$ cat src/rtl/gf180mcu_fd_sc_mcu7t5v0__latrnq_bank.sv
// gf180mcu_fd_sc_mcu7t5v0__latrnq_bank: lane-enabled, scan-shiftable resettable register bank
//   CLK   rising-edge clock
//   RN    asynchronous active-low reset
//   E     per-lane load enable (functional mode)
//   D     parallel load data
//   SE    scan enable (1 = shift, 0 = functional)
//   SI    serial input entering at Q[0]
//   Q     stored word
//   SO    serial output, always Q[WIDTH-1]
//   CHG   per-lane pulse when a load changed the lane contents
//   SDONE pulse after WIDTH consecutive shift edges
//   PAR   per-lane even parity of Q (only with GF180MCU_LATRNQ_BANK_PARITY_EN defined)
module gf180mcu_fd_sc_mcu7t5v0__latrnq_bank #(
    parameter int WIDTH = 8,
    parameter int LANES = 2,
    parameter logic [WIDTH-1:0] RESET_VAL = {WIDTH{1'b0}}
) (
    input  logic             CLK,
    input  logic             RN,
    input  logic [LANES-1:0] E,
    input  logic [WIDTH-1:0] D,
    input  logic             SE,
    input  logic             SI,
    output logic [WIDTH-1:0] Q,
`ifdef GF180MCU_LATRNQ_BANK_PARITY_EN
    output logic [LANES-1:0] PAR,
`endif
    output logic             SO,
    output logic [LANES-1:0] CHG,
    output logic             SDONE
);
    localparam int LW = WIDTH / LANES;
    localparam int CW = (WIDTH > 1) ? $clog2(WIDTH) : 1;
    localparam logic [CW-1:0] CNT_LAST = CW'(WIDTH - 1);

    logic [WIDTH-1:0] q_q, q_d;
    logic [LANES-1:0] chg_q, chg_d;
    logic             sdone_q, sdone_d;
    logic [CW-1:0]    cnt_q, cnt_d;

    always_comb begin
        q_d     = q_q;
        chg_d   = '0;
        sdone_d = 1'b0;
        cnt_d   = '0;
        if (SE) begin
            // shift form that also holds for WIDTH=1
            q_d     = (q_q << 1) | WIDTH'(SI);
            sdone_d = cnt_q == CNT_LAST;
            cnt_d   = (cnt_q == CNT_LAST) ? '0 : cnt_q + 1'b1;
        end else begin
            for (int i = 0; i < LANES; i++) begin
                chg_d[i] = E[i] && (D[i*LW +: LW] != q_q[i*LW +: LW]);
                if (E[i]) q_d[i*LW +: LW] = D[i*LW +: LW];
            end
        end
    end

    always_ff @(posedge CLK or negedge RN) begin
        if (!RN) begin
            q_q     <= RESET_VAL;
            chg_q   <= '0;
            sdone_q <= 1'b0;
            cnt_q   <= '0;
        end else begin
            q_q     <= q_d;
            chg_q   <= chg_d;
            sdone_q <= sdone_d;
            cnt_q   <= cnt_d;
        end
    end

    assign Q     = q_q;
    assign SO    = q_q[WIDTH-1];
    assign CHG   = chg_q;
    assign SDONE = sdone_q;

`ifdef GF180MCU_LATRNQ_BANK_PARITY_EN
    function automatic logic [LANES-1:0] lane_par(input logic [WIDTH-1:0] v);
        logic [LANES-1:0] p;
        for (int i = 0; i < LANES; i++) p[i] = ^v[i*LW +: LW];
        return p;
    endfunction

    logic [LANES-1:0] par_q;

    always_ff @(posedge CLK or negedge RN) begin
        if (!RN) par_q <= lane_par(RESET_VAL);
        else     par_q <= lane_par(q_d);
    end

    assign PAR = par_q;
`endif
endmodule

$ cat config.mk
export PLATFORM = sky130hd
export DESIGN_NAME = gf180mcu_fd_sc_mcu7t5v0__latrnq_bank
export DESIGN_NICKNAME = d
export VERILOG_FILES = /design/src/rtl/gf180mcu_fd_sc_mcu7t5v0__latrnq_bank.sv
export SDC_FILE = /design/constraint.sdc
export NUM_CORES = 1
export LEC_CHECK = 0
export CAP_MARGIN = 30
export CORE_AREA = 2 2 46 48
export CTS_BUF_LIST = sky130_fd_sc_hd__clkbuf_8 sky130_fd_sc_hd__clkbuf_16
export DETAILED_ROUTE_END_ITERATION = 8
export DIE_AREA = 0 0 48 50
export PLACE_DENSITY_LB_ADDON = 0.2
export SLEW_MARGIN = 20
export SYNTH_ARGS = -nofsm -noshare
export SYNTH_HDL_FRONTEND = slang
export SYNTH_SLANG_ARGS = --single-unit
$ cat constraint.sdc
create_clock -name CLK -period 1.14 [get_ports CLK]
set_input_delay 0.114 -clock CLK [delete_from_list [all_inputs] [get_ports CLK]]
set_output_delay 0.114 -clock CLK [all_outputs]
set_load 0.01 [all_outputs]
==> flow_summary.yaml <==
clock_tree:
  cts_hold_buf: 0
  clock_sinks: 14
  path_clk_slew_ps: 60
  htree_levels: 1
  cts_root_buffer: "clkbuf_8"
  cts_tree: "built"
  clkLatencyLatePin_ps: 240
  cts_buffers: 3
  cts.path.max_buffers: 2
final_layout:
  drive_gt1_share_pct: 18.6
  diodes: 0
  final_nets: 114
  final_common_cell: "dfrtp_1"
  final_cell_mix: "dfrtp_1, clkdlybuf4s50_1, dlygate4sd2_1, buf_4"
  area_growth_pct: 54.9
  post-route-cell-area_sq_um: 1070
  final_cells: 124
sta:
  setup_viol: 0
  skew_ps: 1.12
  post-route-min-period_ps: 1090
  max_clock_freq_mhz: 914
  rsz0062_at_grt: "false"
  timing.slew.headroom_pct: 81.2
  fin_crit_sh_pct: 96.0
  hold_violations: 0
  setup_ws_ps: 45.8
  worst_slew_pin_slew_ps: 281
  maxSlewViolCount: 0
setup_path:
  worst-setup-path-type: "reg2reg"
  cp.arrival_ps: 1230
  end_kind: "register"
  path_max_fanout: 2
  worst_setup_path_start_kind: "register"
  critPathRequiredTime_ps: 1280
run:
  cap_viol_max_count: 0
grt:
  antenna_found_initial: 0
  grt_pass1_wl_microns: 2310
  use_met2_pct: 20.0
  met1_usage_pct: 17.7
  grt_overflow: 0
  groute.usage.overall_pct: 13.9
  met3_usage_pct: 3.30
  top_usage_layer: "met2"
  grt_max_degree: 15
  grt_pass1_vias: 538
synthesis:
  ys_seq_area_share_pct: 50.5
  synth_nets: 77
  syn_inst: 61
  netlist_area_sq_um: 693
  yosys-top-cells-area: "dfrtp_1, mux2i_1, xnor2_1"
  yosysWarningCount: 0
  ys_ff_latch: 14
  synth.distinct_cells: 13
  synth.top_cell.area_share_pct: 50.5
  syn_area_per_cell_sq_um: 11.4
  yosys.area.top_type: "dfrtp_1"
route:
  wl_microns: 1370
  route.vias.total: 554
  wire_per_inst_microns: 11.0
  drc_errors: 0
  dr.pass1.iters: 4
  ant_nets: 0
  viasPerCell: 4.47
  drtIter0Drc: 1
pwr:
  p_leak_uw: 0.000520
  total_power_uw: 1390
  powerDensity_nw_per_um2: 1290
  ir_drop_mv: 0.688
floorplan:
  core_sq_um: 1900
  die_y_microns: 50
  dieArea_sq_um: 2400
  num_rows: 16
  start_util_pct: 36.4
  die_x_microns: 48
  pin_count: 26
placement:
  hpwlAfterDp_microns: 1040
  io_buffers: 25
  gp_congestion: 0.757
  pre_cts_ws_ps: -36.3
  dpl-instance-area_sq_um: 1020
  dp_cells: 119
worst_hold_path:
  holdCritPathClass: "in2async"
run_status:
  status: "finished clean"
cell usage after synthesis (all sizes together):
cell type,instances
xnor2,8
ha,2
mux2i,8
nand2,8
o21ai,8
and2,3
nor3b,1
dfrtp,14
buf,5
a41oi,2
nand2b,2
power breakdown:
group | total [uW] | switching [uW] | internal, uW
Combinational | 342 | 143 | 199
Clock | 480 | 174 | 306
Sequential | 568 | 23.3 | 545
flip-flops by register name, summed over array words and instances, names as in the netlist:
name / count
CHG: 2
SDONE: 1
cnt_q: 3
Q: 8
cell type report:
class	instances	area, sq um
fill	192	828
sequential	14	350
timing repair buffer	37	325
multi-input combinational	42	309
clock buffer	4	55.1
tap	27	33.8
repair_timing:
item / in CTS / in global routing
gates resized for setup: 12 / 1
endpoints found under the setup margin: 12 / 1
setup buffers: 0 / 1
path summary, 6_finish.rpt:
check	from	endpoint	slack (ps)	cells past startpoint
worst max-delay path	cnt_q[0]$_DFF_PN0_	cnt_q[2]$_DFF_PN0_	50	3
worst min-delay path	RN	Q[7]$_DFFE_PN0P_	180	2
worst max register to register	cnt_q[0]$_DFF_PN0_	cnt_q[2]$_DFF_PN0_	50	3
worst min register to register	cnt_q[0]$_DFF_PN0_	cnt_q[0]$_DFF_PN0_	550	2
max in group asynchronous	RN	Q[5]$_DFFE_PN0P_	790	2
min in group CLK	SI	Q[0]$_DFFE_PN0P_	420	3
per-stage QoR:
stage | utilization, % | hold slack (ps) | setup TNS (ps)
6_report | 56.4 | 184 | 0
5_1_grt | 56.4 | 211 | 0
4_1_cts | 55.9 | 183 | 0
3_5_place_dp | 53.8 | 441 | -202
3_3_place_gp | 53.8 | 445 | -117
2_1_floorplan | - | -182 | 0
critical path, stage by stage, from the launching register on:
cell     delay (ps)
dfrtp_1         400
ha_2            190
ha_1            250
and2_1          150
per-layer routing:
| layer | wire (microns) | vias to the layer above | share of wire (%) |
|---|---|---|---|
| met5 | 0 | - | 0 |
| met2 | 614 | 19 | 45 |
| li1 | - | 278 | - |
| met3 | 76 | 4 | 5.6 |
| met4 | 27 | 0 | 2.0 |
| met1 | 647 | 253 | 47 |
logic make-up (layout without fill, tap and decap cells):
logic type,Yosys count,in the layout,share of synthesized area [%]
compound gates,10,10,8.30
xor+xnor,8,8,10.1
fa+ha+maj,2,2,3.61
buf+inv,5,41,5.23
flops,14,14,50.5
mux,8,8,11.6
simple gates,14,14,10.6
(Power assumes the default switching activity.)
